[src/rtl/bcd_pkg.sv]
// ============================================================================
// Module   : bcd_pkg
// Brief    : Shared types and constants for the sequential BCD converter.
// Revision : 1.0 - initial release
// ============================================================================
`default_nettype none

package bcd_pkg;

    localparam int         DIGW     = 4;
    localparam logic [3:0] BCD_NINE = 4'd9;

    typedef enum logic [1:0] {
        ST_IDLE  = 2'd0,
        ST_LOAD  = 2'd1,
        ST_SHIFT = 2'd2,
        ST_DONE  = 2'd3
    } state_t;

endpackage

`default_nettype wire

[src/rtl/bcd_dabble_core.sv]
// ============================================================================
// Module   : bcd_dabble_core
// Brief    : Single-channel iterative shift-add-3 binary-to-BCD engine.
// Revision : 1.0 - initial release
// ============================================================================
`default_nettype none

module bcd_dabble_core
    import bcd_pkg::*;
#(
    parameter int WIDTH = 10,
    parameter int NDIG  = 4
) (
    input  logic                   clk,
    input  logic                   reset,
    input  logic                   load,
    input  logic [WIDTH-1:0]       value,
    input  logic                   step,
    output logic [NDIG*DIGW-1:0]   bcd,
    output logic                   ovf
);

    localparam int DW = NDIG * DIGW;

    logic [DW-1:0]    r_bcd;
    logic [WIDTH-1:0] r_sh;
    logic             r_ovf;
    logic [DW-1:0]    w_adj;

    for (genvar d = 0; d < NDIG; d++) begin : g_adj
        assign w_adj[d*DIGW +: DIGW] = (r_bcd[d*DIGW +: DIGW] >= 4'd5)
                                     ? r_bcd[d*DIGW +: DIGW] + 4'd3
                                     : r_bcd[d*DIGW +: DIGW];
    end

    always_ff @(posedge clk or posedge reset) begin
        if (reset) begin
            r_bcd <= '0;
            r_sh  <= '0;
            r_ovf <= 1'b0;
        end else if (load) begin
            r_bcd <= '0;
            r_sh  <= value;
            r_ovf <= 1'b0;
        end else if (step) begin
            r_bcd <= {w_adj[DW-2:0], r_sh[WIDTH-1]};
            r_sh  <= {r_sh[WIDTH-2:0], 1'b0};
            // A bit leaving the top digit means the value needs one more digit.
            if (w_adj[DW-1])
                r_ovf <= 1'b1;
        end
    end

    assign bcd = r_bcd;
    assign ovf = r_ovf;

endmodule

`default_nettype wire

[src/rtl/bcd_convert_seq.sv]
// ============================================================================
// Module   : bcd_convert_seq
// Brief    : Multi-channel clocked binary-to-BCD converter sharing one engine.
// Revision : 1.0 - initial release
// ============================================================================
`default_nettype none

module bcd_convert_seq
    import bcd_pkg::*;
#(
    parameter int NCH   = 2,
    parameter int WIDTH = 10,
    parameter int NDIG  = 4,
    parameter int BLANK = 1
) (
    input  logic                      clk,
    input  logic                      reset,
    input  logic                      start,
    input  logic [NCH*WIDTH-1:0]      din,
    output logic                      busy,
    output logic                      done,
    output logic [NCH*NDIG*DIGW-1:0]  bcd,
    output logic [NCH*NDIG-1:0]       blank,
    output logic [NCH-1:0]            ovf
);

    localparam int DW   = NDIG * DIGW;
    localparam int CNTW = $clog2(WIDTH + 1);
    localparam int CHW  = (NCH > 1) ? $clog2(NCH) : 1;
    localparam int NBUF = (NCH > 1) ? NCH - 1 : 1;

    state_t                r_state;
    state_t                w_next;
    logic [NCH*WIDTH-1:0]  r_hold;
    logic [CNTW-1:0]       r_cnt;
    logic [CHW-1:0]        r_ch;
    logic                  r_busy;
    logic                  r_done;
    logic [NCH*DW-1:0]     r_bcd;
    logic [NCH*NDIG-1:0]   r_blank;
    logic [NCH-1:0]        r_ovf;
    logic [DW-1:0]         r_buf_bcd [NBUF];
    logic [NBUF-1:0]       r_buf_ovf;

    logic [WIDTH-1:0]      w_value;
    logic                  w_load;
    logic                  w_step;
    logic                  w_last_bit;
    logic                  w_last_ch;
    logic [DW-1:0]         w_core_bcd;
    logic                  w_core_ovf;
    logic [DW-1:0]         w_sat_bcd;
    logic [NCH*DW-1:0]     w_res_bcd;
    logic [NCH-1:0]        w_res_ovf;
    logic [NCH*NDIG-1:0]   w_res_blank;

    assign w_load     = (r_state == ST_LOAD);
    assign w_step     = (r_state == ST_SHIFT);
    assign w_last_bit = (r_cnt == CNTW'(1));
    assign w_last_ch  = (r_ch == CHW'(NCH - 1));
    assign w_sat_bcd  = w_core_ovf ? {NDIG{BCD_NINE}} : w_core_bcd;

    always_comb begin
        w_value = '0;
        for (int c = 0; c < NCH; c++)
            if (r_ch == CHW'(c))
                w_value = r_hold[c*WIDTH +: WIDTH];
    end

    bcd_dabble_core #(
        .WIDTH (WIDTH),
        .NDIG  (NDIG)
    ) u_core (
        .clk   (clk),
        .reset (reset),
        .load  (w_load),
        .value (w_value),
        .step  (w_step),
        .bcd   (w_core_bcd),
        .ovf   (w_core_ovf)
    );

    always_ff @(posedge clk or posedge reset) begin
        if (reset)
            r_state <= ST_IDLE;
        else
            r_state <= w_next;
    end

    always_comb begin
        w_next = r_state;
        case (r_state)
            ST_IDLE:  if (start) w_next = ST_LOAD;
            ST_LOAD:  w_next = ST_SHIFT;
            ST_SHIFT: if (w_last_bit) w_next = w_last_ch ? ST_DONE : ST_LOAD;
            ST_DONE:  w_next = ST_IDLE;
            default:  w_next = ST_IDLE;
        endcase
    end

    always_ff @(posedge clk or posedge reset) begin
        if (reset) begin
            r_hold  <= '0;
            r_cnt   <= '0;
            r_ch    <= '0;
            r_busy  <= 1'b0;
            r_done  <= 1'b0;
            r_bcd   <= '0;
            r_blank <= '0;
            r_ovf   <= '0;
        end else begin
            r_done <= 1'b0;
            case (r_state)
                ST_IDLE: begin
                    if (start) begin
                        r_hold <= din;
                        r_busy <= 1'b1;
                    end
                end
                ST_LOAD:  r_cnt <= CNTW'(WIDTH);
                ST_SHIFT: begin
                    r_cnt <= r_cnt - CNTW'(1);
                    if (w_last_bit)
                        r_ch <= w_last_ch ? '0 : r_ch + CHW'(1);
                end
                ST_DONE: begin
                    r_busy  <= 1'b0;
                    r_done  <= 1'b1;
                    r_bcd   <= w_res_bcd;
                    r_blank <= w_res_blank;
                    r_ovf   <= w_res_ovf;
                end
                default: ;
            endcase
        end
    end

    // The engine still holds channel c's result during the LOAD of channel c+1.
    for (genvar c = 0; c < NCH - 1; c++) begin : g_buf
        always_ff @(posedge clk or posedge reset) begin
            if (reset) begin
                r_buf_bcd[c] <= '0;
                r_buf_ovf[c] <= 1'b0;
            end else if (w_load && (r_ch == CHW'(c + 1))) begin
                r_buf_bcd[c] <= w_sat_bcd;
                r_buf_ovf[c] <= w_core_ovf;
            end
        end
    end

    for (genvar c = 0; c < NCH; c++) begin : g_res
        if (c == NCH - 1) begin : g_live
            assign w_res_bcd[c*DW +: DW] = w_sat_bcd;
            assign w_res_ovf[c]          = w_core_ovf;
        end else begin : g_stored
            assign w_res_bcd[c*DW +: DW] = r_buf_bcd[c];
            assign w_res_ovf[c]          = r_buf_ovf[c];
        end
    end

    for (genvar c = 0; c < NCH; c++) begin : g_blank_ch
        for (genvar d = 0; d < NDIG; d++) begin : g_blank_dig
            if ((BLANK != 0) && (d > 0)) begin : g_on
                assign w_res_blank[c*NDIG + d] =
                    (w_res_bcd[c*DW + d*DIGW +: (NDIG - d)*DIGW] == '0);
            end else begin : g_off
                assign w_res_blank[c*NDIG + d] = 1'b0;
            end
        end
    end

    assign busy  = r_busy;
    assign done  = r_done;
    assign bcd   = r_bcd;
    assign blank = r_blank;
    assign ovf   = r_ovf;

endmodule

`default_nettype wire

[config.mk]
export PLATFORM = sky130hd
export DESIGN_NAME = bcd_convert_seq
export DESIGN_NICKNAME = d
export VERILOG_FILES = /design/src/rtl/bcd_pkg.sv /design/src/rtl/bcd_dabble_core.sv /design/src/rtl/bcd_convert_seq.sv
export SDC_FILE = /design/constraint.sdc
export NUM_CORES = 1
export LEC_CHECK = 0
export CAP_MARGIN = 40
export CORE_UTILIZATION = 44
export DETAILED_ROUTE_END_ITERATION = 10
export GPL_TIMING_DRIVEN = 0
export PLACE_DENSITY = 0.75
export SETUP_SLACK_MARGIN = 0.5
export SLEW_MARGIN = 40
export SYNTH_ARGS = -nofsm -noshare
export SYNTH_HDL_FRONTEND = slang
export SYNTH_SLANG_ARGS = --single-unit
[constraint.sdc]
create_clock -name clk -period 4.1 [get_ports clk]
set_input_delay 0.82 -clock clk [delete_from_list [all_inputs] [get_ports clk]]
set_output_delay 0.82 -clock clk [all_outputs]
set_load 0.05 [all_outputs]
* Word-level counts from Yosys, hierarchy flattened
Cells that the tools add are included.
** Word-level totals
- Flip-flop bits (word level) :: 113
- Output and inout bits :: 44
- Logic and storage cells :: 68
** Operators by class
- Add/subtract/negate cells :: 6
- $lt $le $gt $ge :: 4
- Eq/ne operators :: 6
- Mux-type cells :: 22
- Reductions and logical operators :: 16
** Operator list (count)
- $mux W16 :: 3
- $mux W10 :: 3
- $logic_not A12 Y1 :: 2
- $add A4 B2 Y4 const B :: 4
- $ge A4 B3 Y1 const B :: 4
- $logic_not A8 Y1 :: 2
- $mux W4 :: 4
- $reduce_and A2 Y1 :: 5
- $logic_not A4 Y1 :: 2
- $pmux W2 S4 :: 1
- $pmux W4 S2 :: 1
- $mux W1 :: 6
- $mux W2 :: 3
- $reduce_bool A2 Y1 :: 3
- $eq A2 B2 Y1 const B :: 2
- $eq A4 B1 Y1 const B :: 1
- $ne A2 B2 Y1 const B :: 2
- $sub A4 B1 Y4 const B :: 1
- $eq A2 B1 Y1 const B :: 1
- $logic_not A2 Y1 :: 1
- $pmux W1 S2 :: 1
- $add A1 B1 Y1 const B :: 1
- $logic_and A1 B1 Y1 :: 1

* Logic depth before layout (Yosys ltp)
- Depth in word-level cells :: 5
- Gate-level depth with buffers :: 7
- Depth with buffers taken out :: 6

* Hierarchy
A second synthesis with hierarchy kept.
** Second synthesis, totals
- Cells, all modules :: 475
- Area total of the unflattened synthesis :: 5213.8 µm²
** By module, submodules not included
- bcd_convert_seq :: instances 1, cells each 295, area an instance 3545.9 µm², seq. area each 2152.1 µm²
- bcd_dabble_core :: instances 1, cells each 180, area an instance 1667.8 µm², seq. area each 675.6 µm²

* Least setup slack after synthesis
OpenSTA, ideal clock, no wires.
- Kind :: input to register
- From :: input start
- To :: register r_hold[0]
- Library setup time :: 0.125 ns
- Data arrival time :: 1.411 ns
- Setup slack :: 2.565 ns
- Cell stages on the path :: 3
- Path buffers :: 1
- Cells stage by stage :: nand2_1 buf_2 mux2_2
** On the way
- Cells in the longest elaborated chain, start to end :: 1
** RTL lines
- from (decl) :: RTL line bcd_convert_seq.sv:18 : input logic start,
- $reduce_and A2 Y1 (no source line)
- to (signal assigned) :: RTL line bcd_convert_seq.sv:116 : r_hold <= din;
- to (decl) :: RTL line bcd_convert_seq.sv:34 : logic [NCH*WIDTH-1:0] r_hold;
No other way between the ends.
A chain may end at the register's enable or synchronous reset.

* Worst setup path in the final report
- From :: register r_bcd[16], in the netlist bcd[16]
- To :: output bcd[16]
** RTL lines
- from (decl) :: RTL line bcd_convert_seq.sv:39 : logic [NCH*DW-1:0] r_bcd;
- from (signal assigned) :: RTL line bcd_convert_seq.sv:129 : r_bcd <= w_res_bcd;
- to (decl) :: RTL line bcd_convert_seq.sv:22 : output logic [NCH*NDIG*DIGW-1:0] bcd,
No word-level cell between the ends.

==> metrics.txt <==
# TYPE chip_impl_metric gauge
chip_impl_info{name="kind_of_end_point_of_the_critical_path",value="output pin"} 1
chip_impl_info{name="synth_flop_cell",value="dfrtp_1"} 1
chip_impl_metric{name="initial_utilization",unit="%"} 45.2
chip_impl_metric{name="cts.clk_slew.worst_paths",unit="ns"} 0.06
chip_impl_metric{name="drive_gt1_share",unit="%"} 19.6
chip_impl_info{name="grt_setup_unrepaired",value="false"} 1
chip_impl_metric{name="gr-usage-all-layers",unit="%"} 20.3
chip_impl_metric{name="drv_slew",unit=""} 0
chip_impl_metric{name="place_area",unit="mm^2"} 0.00584
chip_impl_metric{name="distinct_cell_type_count_of_the_synthesized_netlist",unit=""} 37
chip_impl_info{name="crit_path_cell_trace",value="clkdlybuf4s50_1"} 1
chip_impl_info{name="crit_type",value="reg -> out"} 1
chip_impl_metric{name="chipWidth",unit="um"} 108
chip_impl_metric{name="syn_avg_cell_area",unit="um^2"} 11.6
chip_impl_info{name="synth.area.top_cells",value="dfrtp_1, mux2_2, ha_1, o21ai_0, a21oi_1"} 1
chip_impl_metric{name="grt_start_max_net_pins",unit=""} 27
chip_impl_metric{name="pre_cts_setup_slack",unit="ns"} 1.93
chip_impl_metric{name="grt_first_pass_wirelength",unit="um"} 18000
chip_impl_metric{name="timing.final.ws_setup",unit="ns"} 1.58
chip_impl_metric{name="count_of_clock_tree_sinks",unit=""} 113
chip_impl_metric{name="finalCritPeriodShare",unit="%"} 61.6
chip_impl_metric{name="relSlewSlack",unit="%"} 64.2
chip_impl_metric{name="synth.ff_latch_count",unit=""} 113
chip_impl_metric{name="design_area",unit="mm^2"} 0.00642
chip_impl_metric{name="synth_enable_flop_cells",unit=""} 0
chip_impl_metric{name="area_overhead_of_the_layout_relative_to_synthesis",unit="%"} 31.0
chip_impl_metric{name="cap_violations",unit=""} 0
chip_impl_metric{name="tightestPinTransition",unit="ns"} 0.535
chip_impl_metric{name="max-clock-path-buffers",unit=""} 2
chip_impl_metric{name="route.vias.total",unit=""} 3512
chip_impl_metric{name="drt_first_iter_violations",unit=""} 151
chip_impl_metric{name="drt_pass1_iterations",unit=""} 5
chip_impl_metric{name="cts.hold.buffers_added",unit=""} 0
chip_impl_info{name="timing.hold.worst.class",value="reg -> reg"} 1
chip_impl_metric{name="grt_antenna_before_repair",unit=""} 0
chip_impl_metric{name="synth_seq_area_share",unit="%"} 57.7
chip_impl_metric{name="vias_in_the_first_global_route",unit=""} 3581
chip_impl_metric{name="cts_setup_buffers",unit=""} 0
chip_impl_metric{name="totalWireLength",unit="um"} 10500
chip_impl_info{name="outcome",value="finished, final reports clean"} 1
chip_impl_info{name="cell_family_with_the_largest_share_of_critical_path_delay",value="buffers and inverters"} 1
chip_impl_metric{name="yosysWarningCount",unit=""} 0
chip_impl_info{name="yosysMostFrequentCell",value="dfrtp_1"} 1
chip_impl_info{name="start_kind",value="register"} 1
chip_impl_info{name="synth_area_leader_cell",value="dfrtp_1"} 1
chip_impl_metric{name="worst_hold_margin",unit="ns"} 0.485
chip_impl_metric{name="rows",unit=""} 38
chip_impl_metric{name="worstSkewPairLatency",unit="ns"} 0.51
chip_impl_metric{name="power_density",unit="mW/mm^2"} 859
chip_impl_metric{name="timing.critical_path.required",unit="ns"} 3.28
chip_impl_info{name="slowest_stage",value="clkdlybuf4s50_1"} 1
chip_impl_metric{name="gpl.final_weighted_congestion",unit=""} 0.749
chip_impl_metric{name="fmax",unit="GHz"} 0.396
chip_impl_metric{name="floorplan.die.height",unit="um"} 108
chip_impl_metric{name="cts_htree_levels",unit=""} 4
chip_impl_metric{name="post_cts_resize_count",unit=""} 0
chip_impl_metric{name="design.die.area",unit="mm^2"} 0.0116
chip_impl_metric{name="globalRouteOverflowTotal",unit=""} 0
chip_impl_metric{name="synth_async_sr_flop_share",unit="%"} 100
chip_impl_metric{name="hold_viol",unit=""} 0
chip_impl_info{name="synth_top_cells_by_count",value="dfrtp_1, mux2_2, o21ai_0, nand2_1, nor2_1"} 1
chip_impl_info{name="cts_root_buf",value="clkbuf_8"} 1
chip_impl_metric{name="path_buf_inv",unit=""} 1
chip_impl_metric{name="cts-buffers-inserted",unit=""} 17
chip_impl_metric{name="final_period_minus_worst_setup_slack",unit="ns"} 2.52
chip_impl_metric{name="totalNegativeSetupSlack",unit="ns"} 0
chip_impl_metric{name="numPortBuffers",unit=""} 64
chip_impl_metric{name="finalClockSkew",unit="ns"} 0.00551
chip_impl_metric{name="setup_viol_count_final",unit=""} 0
chip_impl_metric{name="ioPinCount",unit=""} 67
chip_impl_metric{name="mappedNetlistArea",unit="mm^2"} 0.00490
chip_impl_metric{name="crit_path_max_fanout",unit=""} 2
chip_impl_metric{name="viasPerCell",unit=""} 5.28
chip_impl_metric{name="antennaDiodeCount",unit=""} 0
chip_impl_metric{name="drt.antenna.violating_nets",unit=""} 0
chip_impl_metric{name="avgRoutedWirePerCell",unit="um"} 15.7
chip_impl_metric{name="netlist_instances",unit=""} 423
chip_impl_info{name="cts_tree",value="yes"} 1
chip_impl_metric{name="worst_ir_drop_vdd",unit="mV"} 0.516
chip_impl_metric{name="dp.final_hpwl",unit="um"} 7460
chip_impl_metric{name="drcViolationCount",unit=""} 0
chip_impl_metric{name="placeableCoreArea",unit="mm^2"} 0.0108
chip_impl_metric{name="leakagePower",unit="nW"} 2.85
chip_impl_metric{name="yosysTopAreaCellShare",unit="%"} 57.7
chip_impl_metric{name="fin_nets",unit=""} 549
chip_impl_metric{name="max_stage_delay",unit="ns"} 0.82
chip_impl_metric{name="cp_data_arrival_time",unit="ns"} 1.70
## flip-flops by register name, indices dropped and copies added, names as in the netlist
register     flops
r_hold          20
r_buf_bcd       16
ovf              2
r_buf_ovf        1
r_ch             1
r_cnt            4
busy             1
blank            6
u_core.r_sh     10
r_state          2
u_core.bcd      16
u_core.ovf       1
bcd             32
done             1
## routing by layer
layer / global-route usage, % / up-vias / part of all wire (%)
li1: - / 1652 / -
met1: 26.0 / 1757 / 45
met2: 33.2 / 92 / 50
met3: 4.84 / 11 / 3.8
met4: 7.83 / 0 / 1.1
met5: 0 / - / 0
## layout make-up
type                    count  area (um^2)
plain buffers              24          116
clock buffers              18          428
clock inverters            14          154
fillers                   883         4420
inverters                  18         71.3
multi-input cells         269         1890
flip-flops and latches    113         2830
well taps                 140          175
repair buffers             69          756
## worst min-delay path, stage by stage (launching register included)
cell and delay [ns]:
dfrtp_1 0.34, nand2_1 0.05, o21ai_0 0.06
## cell usage in the layout, fill, tap and decap left out, drive strengths merged, types with 2 or more instances in the layout
cell type | netlist | routed
a31oi | 2 | 2
clkinvlp | 0 | 4
clkbuf | 10 | 28
o22ai | 6 | 6
xnor2 | 5 | 5
a21oi | 28 | 28
nand2b | 15 | 15
ha | 14 | 14
conb | 1 | 2
nor3 | 4 | 4
bufinv | 0 | 2
o32ai | 2 | 2
nand2 | 32 | 32
mux2 | 48 | 48
nor4 | 2 | 2
a32o | 8 | 8
a21o | 3 | 3
buf | 14 | 19
o31ai | 4 | 4
clkinv | 0 | 4
mux2i | 10 | 10
xor2 | 3 | 3
a22o | 4 | 4
dfrtp | 113 | 113
o21ai | 35 | 35
nor2 | 31 | 31
nand3 | 2 | 2
inv | 18 | 22
clkdlybuf4s50 | 0 | 64
## report_power, final
part | internal [mW] | total (mW) | switching (mW)
clock | 0.888 | 1.42 | 0.536
combinational | 0.926 | 2.30 | 1.37
sequential | 1.51 | 1.79 | 0.281
total | 3.33 | 5.51 | 2.19
## worst paths after layout
check | startpoint | end | slack, ns | depth (start not counted)
hold reg to reg | r_buf_bcd[0] | r_buf_bcd[0] | 0.48 | 2
hold / removal | r_buf_bcd[0] | r_buf_bcd[0] | 0.48 | 2
setup reg to reg | r_state[1] | u_core.bcd[14] | 2.21 | 7
setup / recovery | bcd[16] | bcd[16] | 1.58 | 1
min in group asynchronous | reset | bcd[12] | 0.55 | 2
max in group asynchronous | reset | r_ch | 2.79 | 5
## cell families (layout without fill, tap and decap cells)
kind of cell | after synthesis | after routing | synth area share, %
AOI/OAI and AO/OA | 94 | 94 | 11.7
xor gates and xnor gates | 8 | 8 | 1.43
adders and majority gates | 14 | 14 | 3.58
buffers and inverters | 42 | 143 | 3.76
DFF | 113 | 113 | 57.7
muxes | 58 | 58 | 13.1
other | 1 | 2 | 0.0766
and+or+nand+nor | 93 | 93 | 8.64
## per-stage QoR
step,instances,util (%),total power [mW]
after global routing,665,59.2,5.84
final,665,59.2,5.51
after floorplan,424,-,3.40
after global placement,628,52.8,3.97
after detailed placement,633,53.8,4.08
after CTS,665,59.2,5.55
Power figures use the tool's default switching activity.
